## src/rtl/he_pkg.sv

```systemverilog
// Shared types for the homomorphic-encryption datapath.
// Coefficient/tile typedefs, FSM encoding and default modulus.
package he_pkg;

    localparam int HE_DATA_WIDTH = 64;
    localparam int HE_TILE_WIDTH = 8;

    localparam logic [63:0] DEFAULT_MODULUS = 64'hFFFF_FFFF_0000_0001;

    typedef logic [HE_DATA_WIDTH-1:0] coeff_t;
    typedef coeff_t [HE_TILE_WIDTH-1:0] tile_t;

    typedef enum logic [1:0] {
        ST_IDLE   = 2'd0,
        ST_ACC_C0 = 2'd1,
        ST_ACC_C1 = 2'd2,
        ST_DONE   = 2'd3
    } relin_acc_state_e;

endpackage

```

## src/rtl/relin_accumulator_if.sv

```systemverilog
// Tile streams and control lines of the relin accumulator.
// master = environment side, slave = accumulator side.
interface relin_acc_if
    import he_pkg::*;
#(
    parameter int DW = HE_DATA_WIDTH,
    parameter int TW = HE_TILE_WIDTH,
    parameter int IW = 3
);
    logic                   start;
    logic                   c1_or_c0;
    logic                   relin_valid;
    logic [TW-1:0][DW-1:0]  relin_tile;
    logic                   base_valid;
    logic                   base_ready;
    logic [TW-1:0][DW-1:0]  base_tile;
    logic                   out_valid;
    logic                   out_ready;
    logic [TW-1:0][DW-1:0]  out_tile;
    logic [IW-1:0]          out_index;
    logic                   out_poly;
    logic                   done;
    logic                   overflow;

    modport master (
        output start, relin_valid, relin_tile,
        output base_valid, base_tile, out_ready,
        input  c1_or_c0, base_ready, out_valid,
        input  out_tile, out_index, out_poly,
        input  done, overflow
    );

    modport slave (
        input  start, relin_valid, relin_tile,
        input  base_valid, base_tile, out_ready,
        output c1_or_c0, base_ready, out_valid,
        output out_tile, out_index, out_poly,
        output done, overflow
    );

endinterface

```

## src/rtl/relin_accumulator_tile_fifo.sv

```systemverilog
// tile_fifo: small power-of-two FIFO for whole tiles.
// A push while full is dropped unless a pop happens in the same cycle.
module tile_fifo #(
    parameter int DEPTH = 4,
    parameter int WIDTH = 512
) (
    input  logic             clk,
    input  logic             rst_n,
    input  logic             push,
    input  logic             pop,
    input  logic [WIDTH-1:0] din,
    output logic [WIDTH-1:0] dout,
    output logic             full,
    output logic             empty
);
    localparam int AW = $clog2(DEPTH);

    logic [WIDTH-1:0] mem [DEPTH];
    logic [AW:0]      wr_ptr;
    logic [AW:0]      rd_ptr;
    logic             do_push;
    logic             do_pop;

    assign empty   = (wr_ptr == rd_ptr);
    assign full    = (wr_ptr[AW] != rd_ptr[AW]) &&
                     (wr_ptr[AW-1:0] == rd_ptr[AW-1:0]);
    assign do_pop  = pop && !empty;
    assign do_push = push && (!full || do_pop);
    assign dout    = mem[rd_ptr[AW-1:0]];

    // Storage needs no reset; only the pointers define contents.
    always_ff @(posedge clk) begin
        if (do_push) mem[wr_ptr[AW-1:0]] <= din;
    end

    // Pointer bookkeeping with an extra wrap bit for full/empty.
    always_ff @(posedge clk or negedge rst_n) begin
        if (!rst_n) begin
            wr_ptr <= '0;
            rd_ptr <= '0;
        end else begin
            if (do_push) wr_ptr <= wr_ptr + 1'b1;
            if (do_pop)  rd_ptr <= rd_ptr + 1'b1;
        end
    end

endmodule

```

## src/rtl/relin_accumulator.sv

```systemverilog
// relin_accumulator: adds buffered relin tiles onto c0 then c1 tiles.
// Define RELIN_ACC_MOD_REDUCE_EN for modular instead of wraparound add.
module relin_accumulator
    import he_pkg::*;
#(
    parameter int DATA_WIDTH       = HE_DATA_WIDTH,
    parameter int TILE_WIDTH       = HE_TILE_WIDTH,
    parameter int POLY_LENGTH      = 64,
    parameter int RELIN_FIFO_DEPTH = 4,
    parameter logic [DATA_WIDTH-1:0] MODULUS =
        DATA_WIDTH'(DEFAULT_MODULUS)
) (
    input logic  clk,
    input logic  rst,
    relin_acc_if.slave bus
);
    localparam int TPP = POLY_LENGTH / TILE_WIDTH;
    localparam int IW  = (TPP > 1) ? $clog2(TPP) : 1;
    localparam logic [IW-1:0] LAST_IDX = IW'(TPP - 1);

    localparam logic [1:0] S_IDLE = ST_IDLE;
    localparam logic [1:0] S_C0   = ST_ACC_C0;
    localparam logic [1:0] S_C1   = ST_ACC_C1;
    localparam logic [1:0] S_DONE = ST_DONE;

    typedef logic [TILE_WIDTH-1:0][DATA_WIDTH-1:0] tile_w_t;

    if ((POLY_LENGTH % TILE_WIDTH) != 0 || RELIN_FIFO_DEPTH < 2 ||
        (RELIN_FIFO_DEPTH & (RELIN_FIFO_DEPTH - 1)) != 0 ||
        MODULUS == '0) begin : g_bad_cfg
        $error("relin_accumulator: invalid configuration");
    end

    logic [1:0]    state;
    logic [IW-1:0] cnt;
    logic          busy;
    logic          start_acc;
    logic          join_fire;
    logic          ovf_evt;
    logic          fifo_full;
    logic          fifo_empty;
    tile_w_t       relin_head;
    tile_w_t       sum_tile;
    logic          out_valid_q;
    tile_w_t       out_tile_q;
    logic [IW-1:0] out_index_q;
    logic          out_poly_q;
    logic          overflow_q;

    function automatic logic [DATA_WIDTH-1:0] coeff_add(
        input logic [DATA_WIDTH-1:0] a,
        input logic [DATA_WIDTH-1:0] b
    );
`ifdef RELIN_ACC_MOD_REDUCE_EN
        logic [DATA_WIDTH:0] s;
        s = {1'b0, a} + {1'b0, b};
        if (s >= {1'b0, MODULUS}) s = s - {1'b0, MODULUS};
        return s[DATA_WIDTH-1:0];
`else
        return a + b;
`endif
    endfunction

    tile_fifo #(
        .DEPTH (RELIN_FIFO_DEPTH),
        .WIDTH (TILE_WIDTH * DATA_WIDTH)
    ) u_fifo (
        .clk   (clk),
        .rst_n (rst),
        .push  (bus.relin_valid),
        .pop   (join_fire),
        .din   (bus.relin_tile),
        .dout  (relin_head),
        .full  (fifo_full),
        .empty (fifo_empty)
    );

    assign busy      = (state == S_C0) || (state == S_C1);
    assign start_acc = bus.start && ((state == S_IDLE) || (state == S_DONE));
    assign join_fire = busy && !fifo_empty && bus.base_valid &&
                       (!out_valid_q || bus.out_ready);
    assign ovf_evt   = bus.relin_valid && fifo_full && !join_fire;

    assign bus.base_ready = join_fire;
    assign bus.c1_or_c0   = (state == S_C1);
    assign bus.done       = (state == S_DONE);
    assign bus.out_valid  = out_valid_q;
    assign bus.out_tile   = out_tile_q;
    assign bus.out_index  = out_index_q;
    assign bus.out_poly   = out_poly_q;
    assign bus.overflow   = overflow_q;

    // Coefficient-wise sum of the ciphertext tile and the relin head.
    always_comb begin
        sum_tile = '0;
        for (int i = 0; i < TILE_WIDTH; i++) begin
            sum_tile[i] = coeff_add(bus.base_tile[i], relin_head[i]);
        end
    end

    // Polynomial sequencing: c0 tiles, then c1 tiles, then done.
    always_ff @(posedge clk or negedge rst) begin
        if (!rst) begin
            state <= S_IDLE;
            cnt   <= '0;
        end else if (start_acc) begin
            state <= S_C0;
            cnt   <= '0;
        end else if (join_fire) begin
            if (cnt == LAST_IDX) begin
                cnt <= '0;
                unique case (state)
                    S_C0:    state <= S_C1;
                    default: state <= S_DONE;
                endcase
            end else begin
                cnt <= cnt + 1'b1;
            end
        end
    end

    // Sticky drop flag, cleared when a new ciphertext begins.
    always_ff @(posedge clk or negedge rst) begin
        if (!rst) overflow_q <= 1'b0;
        else      overflow_q <= (overflow_q && !start_acc) || ovf_evt;
    end

    // Output register: loads on join, holds until taken.
    always_ff @(posedge clk or negedge rst) begin
        if (!rst) begin
            out_valid_q <= 1'b0;
            out_tile_q  <= '0;
            out_index_q <= '0;
            out_poly_q  <= 1'b0;
        end else if (join_fire) begin
            out_valid_q <= 1'b1;
            out_tile_q  <= sum_tile;
            out_index_q <= cnt;
            out_poly_q  <= (state == S_C1);
        end else if (bus.out_ready) begin
            out_valid_q <= 1'b0;
        end
    end

endmodule

```

## src/flat_wrapper.sv

```systemverilog
// flat-port wrapper written by rule: the top's interface ports become plain ports
module relin_accumulator_flat import he_pkg::*;
#(
    parameter int DATA_WIDTH       = HE_DATA_WIDTH,
    parameter int TILE_WIDTH       = HE_TILE_WIDTH,
    parameter int POLY_LENGTH      = 64,
    parameter int RELIN_FIFO_DEPTH = 4,
    parameter logic [DATA_WIDTH-1:0] MODULUS =
        DATA_WIDTH'(DEFAULT_MODULUS)
)
  (clk, rst, bus_start, bus_relin_valid, bus_relin_tile, bus_base_valid, bus_base_tile, bus_out_ready, bus_c1_or_c0, bus_base_ready, bus_out_valid, bus_out_tile, bus_out_index, bus_out_poly, bus_done, bus_overflow);
  relin_acc_if bus_i ();
  input logic clk;
  input logic rst;
  input wire logic [$bits(bus_i.start)-1:0] bus_start;
  input wire logic [$bits(bus_i.relin_valid)-1:0] bus_relin_valid;
  input wire logic [$bits(bus_i.relin_tile)-1:0] bus_relin_tile;
  input wire logic [$bits(bus_i.base_valid)-1:0] bus_base_valid;
  input wire logic [$bits(bus_i.base_tile)-1:0] bus_base_tile;
  input wire logic [$bits(bus_i.out_ready)-1:0] bus_out_ready;
  output wire logic [$bits(bus_i.c1_or_c0)-1:0] bus_c1_or_c0;
  output wire logic [$bits(bus_i.base_ready)-1:0] bus_base_ready;
  output wire logic [$bits(bus_i.out_valid)-1:0] bus_out_valid;
  output wire logic [$bits(bus_i.out_tile)-1:0] bus_out_tile;
  output wire logic [$bits(bus_i.out_index)-1:0] bus_out_index;
  output wire logic [$bits(bus_i.out_poly)-1:0] bus_out_poly;
  output wire logic [$bits(bus_i.done)-1:0] bus_done;
  output wire logic [$bits(bus_i.overflow)-1:0] bus_overflow;
  assign bus_i.start = bus_start;
  assign bus_i.relin_valid = bus_relin_valid;
  assign bus_i.relin_tile = bus_relin_tile;
  assign bus_i.base_valid = bus_base_valid;
  assign bus_i.base_tile = bus_base_tile;
  assign bus_i.out_ready = bus_out_ready;
  assign bus_c1_or_c0 = bus_i.c1_or_c0;
  assign bus_base_ready = bus_i.base_ready;
  assign bus_out_valid = bus_i.out_valid;
  assign bus_out_tile = bus_i.out_tile;
  assign bus_out_index = bus_i.out_index;
  assign bus_out_poly = bus_i.out_poly;
  assign bus_done = bus_i.done;
  assign bus_overflow = bus_i.overflow;
  relin_accumulator #(.DATA_WIDTH(DATA_WIDTH), .TILE_WIDTH(TILE_WIDTH), .POLY_LENGTH(POLY_LENGTH), .RELIN_FIFO_DEPTH(RELIN_FIFO_DEPTH), .MODULUS(MODULUS)) u_core (.clk(clk), .rst(rst), .bus(bus_i));
endmodule
```

## config.mk

```make
export PLATFORM = sky130hd
export DESIGN_NAME = relin_accumulator_flat
export DESIGN_NICKNAME = d
export VERILOG_FILES = /design/src/rtl/he_pkg.sv /design/src/rtl/relin_accumulator_if.sv /design/src/rtl/relin_accumulator_tile_fifo.sv /design/src/rtl/relin_accumulator.sv /design/src/flat_wrapper.sv
export SDC_FILE = /design/constraint.sdc
export NUM_CORES = 2
export LEC_CHECK = 0
export ABC_AREA = 0
export CELL_PAD_IN_SITES_DETAIL_PLACEMENT = 0
export CELL_PAD_IN_SITES_GLOBAL_PLACEMENT = 2
export CORE_UTILIZATION = 30
export CTS_CLUSTER_DIAMETER = 50
export DETAILED_ROUTE_END_ITERATION = 6
export PLACE_DENSITY = 0.61
export SLEW_MARGIN = 15
export SYNTH_ARGS = -nofsm -noshare
export SYNTH_HDL_FRONTEND = slang
export SYNTH_SLANG_ARGS = --single-unit
```

## constraint.sdc

```tcl
create_clock -name clk -period 35.7 [get_ports clk]
set_input_delay 5.355 -clock clk [delete_from_list [all_inputs] [get_ports clk]]
set_output_delay 5.355 -clock clk [all_outputs]
set_load 0.01 [all_outputs]
```

## Word-level counts from Yosys, hierarchy flattened

Memories as Yosys holds them, arrays and structs flattened.
Index checks and enable logic that the tools add are counted.

- Register bits after elaboration: 529
- Latch bits: 0
- RAM bits: 2048
- ROM bits: 0
- Bits of input ports: 1030
- Output and inout port bits: 521
- Word-level logic and storage cells: 71
- Memories kept: 1

- Add/subtract/negate cells: 11
- Multipliers: 0
- Div/mod/pow operators: 0
- $lt $le $gt $ge: 0
- Equality and inequality tests: 7
- Shift operators: 0
- Mux-type cells: 11
- Bitwise gates (word level): 0
- Reduce and logical (&&, ||, !) cells: 25

Memory list:

| memory | words | bits a word | rd ports | clocked after memory_dff | wr ports | RTL line | source |
|---|---|---|---|---|---|---|---|
| u_core.u_fifo.mem | 4 | 512 | 1 | 0 | 1 | relin_accumulator_tile_fifo.sv:18 | `logic [WIDTH-1:0] mem [DEPTH];` |

Operator list:

| kind | count |
|---|---|
| 64-bit adder | 8 |
| 1-bit logical AND | 10 |
| 3-bit by 1-bit adder with 3-bit output, second input constant | 3 |
| 3-bit two-way mux | 3 |
| 2-bit two-way mux | 3 |
| 2-bit nonzero test | 3 |
| 1-bit logical NOT | 5 |
| 1-bit logical OR | 5 |
| 1-bit two-way mux | 5 |
| 2-bit equality test, second input constant | 2 |
| 3-bit equality test | 1 |
| 3-bit equality test, second input constant | 1 |
| 2-bit by 1-bit equality test with 1-bit output, second input constant | 1 |
| 2-bit equality test | 1 |
| 2-bit logical NOT | 1 |
| 2-bit AND reduction | 1 |
| 1-bit != test | 1 |

## Logic depth before layout (Yosys ltp)

- Word-level depth: 10
- Depth in mapped cells: 17

## By module

Synthesis repeated with hierarchy kept, for this count alone.

- Cells, all modules: 8492
- Area total of the unflattened synthesis: 120305.4 um2

Modules (own cells, without submodules):

| module | instances | cells each | area an instance (um2) | seq. area each (um2) |
|---|---|---|---|---|
| tile_fifo | 1 | 2721 | 74171.1 | 61649.1 |
| relin_accumulator | 1 | 5771 | 46134.2 | 13087.6 |

## Worst setup path after synthesis

No wires, ideal clock.

- Path kind: input port to flip-flop
- From: input bus_base_valid
- To: memory u_core.u_fifo.mem[3][0], enable pin
- Library setup time: 0.945 ns
- Arrival: 17.799 ns
- Data required time: 34.755 ns
- Path slack: 16.956 ns
- Stages: 7
- Path through: nand3b_1 -> nand2b_1 -> clkbuf_1 -> clkinv_1 -> nor3_1 -> nor2b_1 -> and2_1

- Word-level cells in the longest chain between the ends: 7

Ends and longest elaborated chain:

| what | RTL line | source |
|---|---|---|
| from (decl) | flat_wrapper.sv:18 | `input wire logic [$bits(bus_i.base_valid)-1:0] bus_base_valid;` |
| 1-bit logical AND (2 in a row) | relin_accumulator.sv:80 | `assign join_fire = busy && !fifo_empty && bus.base_valid &&` |
| 1-bit logical AND | relin_accumulator_tile_fifo.sv:27 | `assign do_pop = pop && !empty;` |
| 1-bit logical OR | relin_accumulator_tile_fifo.sv:28 | `assign do_push = push && (!full \|\| do_pop);` |
| 1-bit logical AND | relin_accumulator_tile_fifo.sv:28 |  |
| 1-bit two-way mux | relin_accumulator_tile_fifo.sv:33 | `if (do_push) mem[wr_ptr[AW-1:0]] <= din;` |
| 1-bit two-way mux (implied by the code) | relin_accumulator_tile_fifo.sv:33 |  |
| to (decl) | relin_accumulator_tile_fifo.sv:18 |  |

Every way passes these cells.

## Final worst setup path

- From: input bus_base_valid
- To: output bus_base_ready

- Word-level cells in the longest chain between the ends: 2

Ends and longest elaborated chain:

| what | RTL line | source |
|---|---|---|
| 1-bit logical AND (2 in a row) | relin_accumulator.sv:80 |  |
| to (decl) | flat_wrapper.sv:22 | `output wire logic [$bits(bus_i.base_ready)-1:0] bus_base_ready;` |

Every way passes these cells.

==> impl_metrics.tcl <==
set metrics [dict create \
    status "completed" \
    synth_nets 10400 \
    worstMarginPinSlew_ns 1.25 \
    ys_warn_count 0 \
    synth_cell_types 101 \
    syn_area_um2 122000 \
    r2r-start "u_core.u_fifo.rd_ptr[1]$_DFFE_PN0P_" \
    worstPathRequired_ns 30.34 \
    critPathMaxFanout 45 \
    cap_violations 0 \
    ctsResizeCount 0 \
    synth_top_area_share_pct 50.4 \
    syn_area_per_cell_um2 13.8 \
    fmax_mhz 78.9 \
    finalHoldViolCount 0 \
    fillers 38300 \
    synth-edff-count 2048 \
    startpoint_type "primary input" \
    ir_drop_mv 0.0563 \
    detail-route-antenna-nets 0 \
    timing.final.crit_share_pct 35.5 \
    drive_gt1_share_pct 11.9 \
    yosysTopAreaCell "edfxtp_1" \
    rrSetupSlack_ns 27.77 \
    grt_antenna_before_repair 316 \
    powerDensity_nw_per_um2 99.9 \
    p_int_w 0.00926 \
    hold_path_depth 2 \
    clk_latency_ns 0.96 \
    rows 233 \
    grt.total_usage_pct 22.5 \
    grt_pass1_vias 84500 \
    grt_pass1_wl_mm 655 \
    start_util_pct 30.2 \
    io_pins 1551 \
    synth_area_leaders "edfxtp_1, dfrtp_1, mux4_2" \
    fin_cells 16200 \
    finalSetupViolations 0 \
    p_leak_nw 56.5 \
    cts_buffer_depth 4 \
    rsz0062_at_grt "false" \
    cts.sinks 2577 \
    die-area_um2 409000 \
    r2r_cells 16 \
    drv_slew 0 \
    fp.dieH_um 640 \
    holdPathEnd "u_core.bus.out_tile[195]$_DFFE_PN0P_" \
    power_switching_w 0.00633 \
    seq_area_um2 74700 \
    grt_overflow 0 \
    fin_nets 12000 \
    cts.hold.buffers_added 0 \
    endpoint_kind "primary output" \
    synth_seq_cells 2577 \
    grt_start_max_net_pins 144 \
    die-width_um 640 \
    finClkSkew_ns 0.0449 \
    path_clk_slew_ns 0.06 \
    dr.pass1.iters 7 \
    cts_htree_levels 5 \
    synth_cells 8858 \
    ys_seq_area_share_pct 61.3 \
    combPwrFrac_pct 47.8 \
    core_um2 404000 \
    numCtsBuffers 363 \
    slew_headroom_pct 16.5 \
    regToRegEndpoint "u_core.bus.out_tile[315]$_DFFE_PN0P_" \
    routedWlPerCell_um 29.3 \
    root_buffer "clkbuf_16" \
    cp.arrival_ns 7.32 \
    swShare_pct 40.6 \
    ys.flop_type "edfxtp_1" \
    synth-async-reset-ratio_pct 20.5 \
    fin_crit_ns 12.67 \
    place_inst 15500 \
    syn_to_final_growth_pct 27.9 \
    hp-start "u_core.bus.out_tile[195]$_DFFE_PN0P_" \
    dp_hpwl_mm 367 \
    port_buffers 1550 \
    gp_congestion 0.903 \
    drc_errors 0 \
    p_clk_share_pct 23.4 \
    post_cts_buffers 0 \
    p_seq_share_pct 28.8 \
    min_path_type "reg -> reg" \
    path_class "in -> out" \
    multi_input_area_um2 45000 \
    dr.first_iter.drc_count 5853 \
    tns_ns 0 \
    wl_mm 476 \
    vias 83400 \
    vias_per_cell 5.13 \
    cts_tree "built" \
]
[cells by family (layout without fill, tap and decap cells)]
family | after synthesis | in the layout | synth area share (%)
xor+xnor | 448 | 448 | 3.22
compound gates | 2300 | 2300 | 11.7
flops | 2577 | 2577 | 61.3
mux | 523 | 523 | 9.55
other cells | 0 | 100 | 0
simple gates | 1896 | 1896 | 7.04
buf+inv | 592 | 2465 | 1.84
fa+ha+maj | 522 | 522 | 5.40
[registers in the layout, indices dropped and copies added, names as in the netlist]
name	flops
u_core.u_fifo.mem	2048
u_core.bus.out_tile	512
u_core.bus.overflow	1
u_core.u_fifo.rd_ptr	3
u_core.bus.out_valid	1
u_core.bus.out_poly	1
u_core.state	2
u_core.cnt	3
u_core.u_fifo.wr_ptr	3
u_core.bus.out_index	3
[layout make-up]
cell class	instances	share of cell area [%]
Tap cell	5405	4.33
Antenna cell	100	0.160
Inverter	142	0.346
Sequential cell	2577	47.9
Clock buffer	446	6.23
Multi-Input combinational cell	5689	28.9
Clock inverter	236	1.72
Timing Repair Buffer	1641	10.5
[power by group through the flow]
stage               logic (W)  clock network, W  registers, W
global placement      0.00752                 0       0.00452
CTS                   0.00755           0.00374       0.00451
global route          0.00810           0.00385       0.00456
detailed placement    0.00751                 0       0.00456
finish                0.00745           0.00365       0.00449
floorplan             0.00454                 0       0.00486
[layer usage]
metal	global-route usage, %	wire [um]	vias up
met5	0	660	-
met4	10.3	23000	98
met3	4.61	25700	974
met2	38.8	237000	2498
met1	27.1	190000	42100
li1	-	-	37700
[how the worst max path moves through the flow]
stage,from,end,slack [ns]
3_5_place_dp,bus_base_valid,bus_base_ready,23.02
2_1_floorplan,bus_base_valid,u_core.u_fifo.mem[3][0]$_DFFE_PP_,16.96
5_1_grt,bus_base_valid,bus_base_ready,22.95
3_3_place_gp,bus_base_valid,bus_base_ready,23.03
6_report,bus_base_valid,bus_base_ready,23.03
4_1_cts,bus_base_valid,bus_base_ready,23.01
[layout by cell type (no fill, tap or decap), drive strengths merged, types with 28 or more instances in the layout]
cell type / instances
clkbuf: 446
a21o: 292
a21oi: 637
o31ai: 64
nand2: 988
nor2: 267
xor2: 192
and2: 36
buf: 92
and3: 41
ha: 514
o211ai: 35
dfrtp: 529
nand3: 124
mux4: 512
o21bai: 118
nand2b: 35
nor3: 87
edfxtp: 2048
o21ai: 724
or3: 30
clkinvlp: 30
diode: 100
nand4: 164
bufinv: 28
xnor2: 256
clkdlybuf4s50: 1549
a31oi: 50
clkinv: 99
inv: 221
a211oi: 55
nor2b: 35
o21a: 79
[metrics by stage]
step           total power (W)  setup slack (ns)  area, um2  hold WS [ns]  utilization, %
3_5_place_dp            0.0121             23.02     143000         0.462            35.5
3_3_place_gp            0.0120             23.03     143000         0.461            35.5
5_1_grt                 0.0165             22.95     156000         0.495            38.6
4_1_cts                 0.0158             23.01     156000         0.476            38.6
2_1_floorplan          0.00939             16.96     122000         0.462               -
6_report                0.0156             23.03     156000         0.473            38.6
[cells in the mapped netlist (20+ instances only)]
cell / count
xnor2_1: 256
a211oi_1: 53
and3_1: 38
mux4_2: 512
nand2_1: 988
a21boi_0: 23
nor2_1: 267
or3_1: 30
o21a_1: 79
o31ai_1: 62
o211ai_1: 35
a31oi_1: 49
o21ai_0: 710
inv_1: 141
xor2_1: 192
a21oi_1: 635
edfxtp_1: 2048
a221oi_1: 20
nor2b_1: 35
dfrtp_1: 529
and4_1: 20
o221ai_1: 21
nand3_1: 124
buf_1: 64
nor3_1: 87
o21bai_1: 118
and2_1: 35
clkbuf_1: 375
ha_1: 514
a21o_1: 290
nand2b_1: 35
nand4_1: 164
[worst max-delay path: stages]
cell,delay (ns)
clkdlybuf4s50_1,0.47
nand3b_1,0.11
nand2b_4,0.40
inv_8,0.36
clkdlybuf4s50_1,0.61
Power figures use the tool's default switching activity.
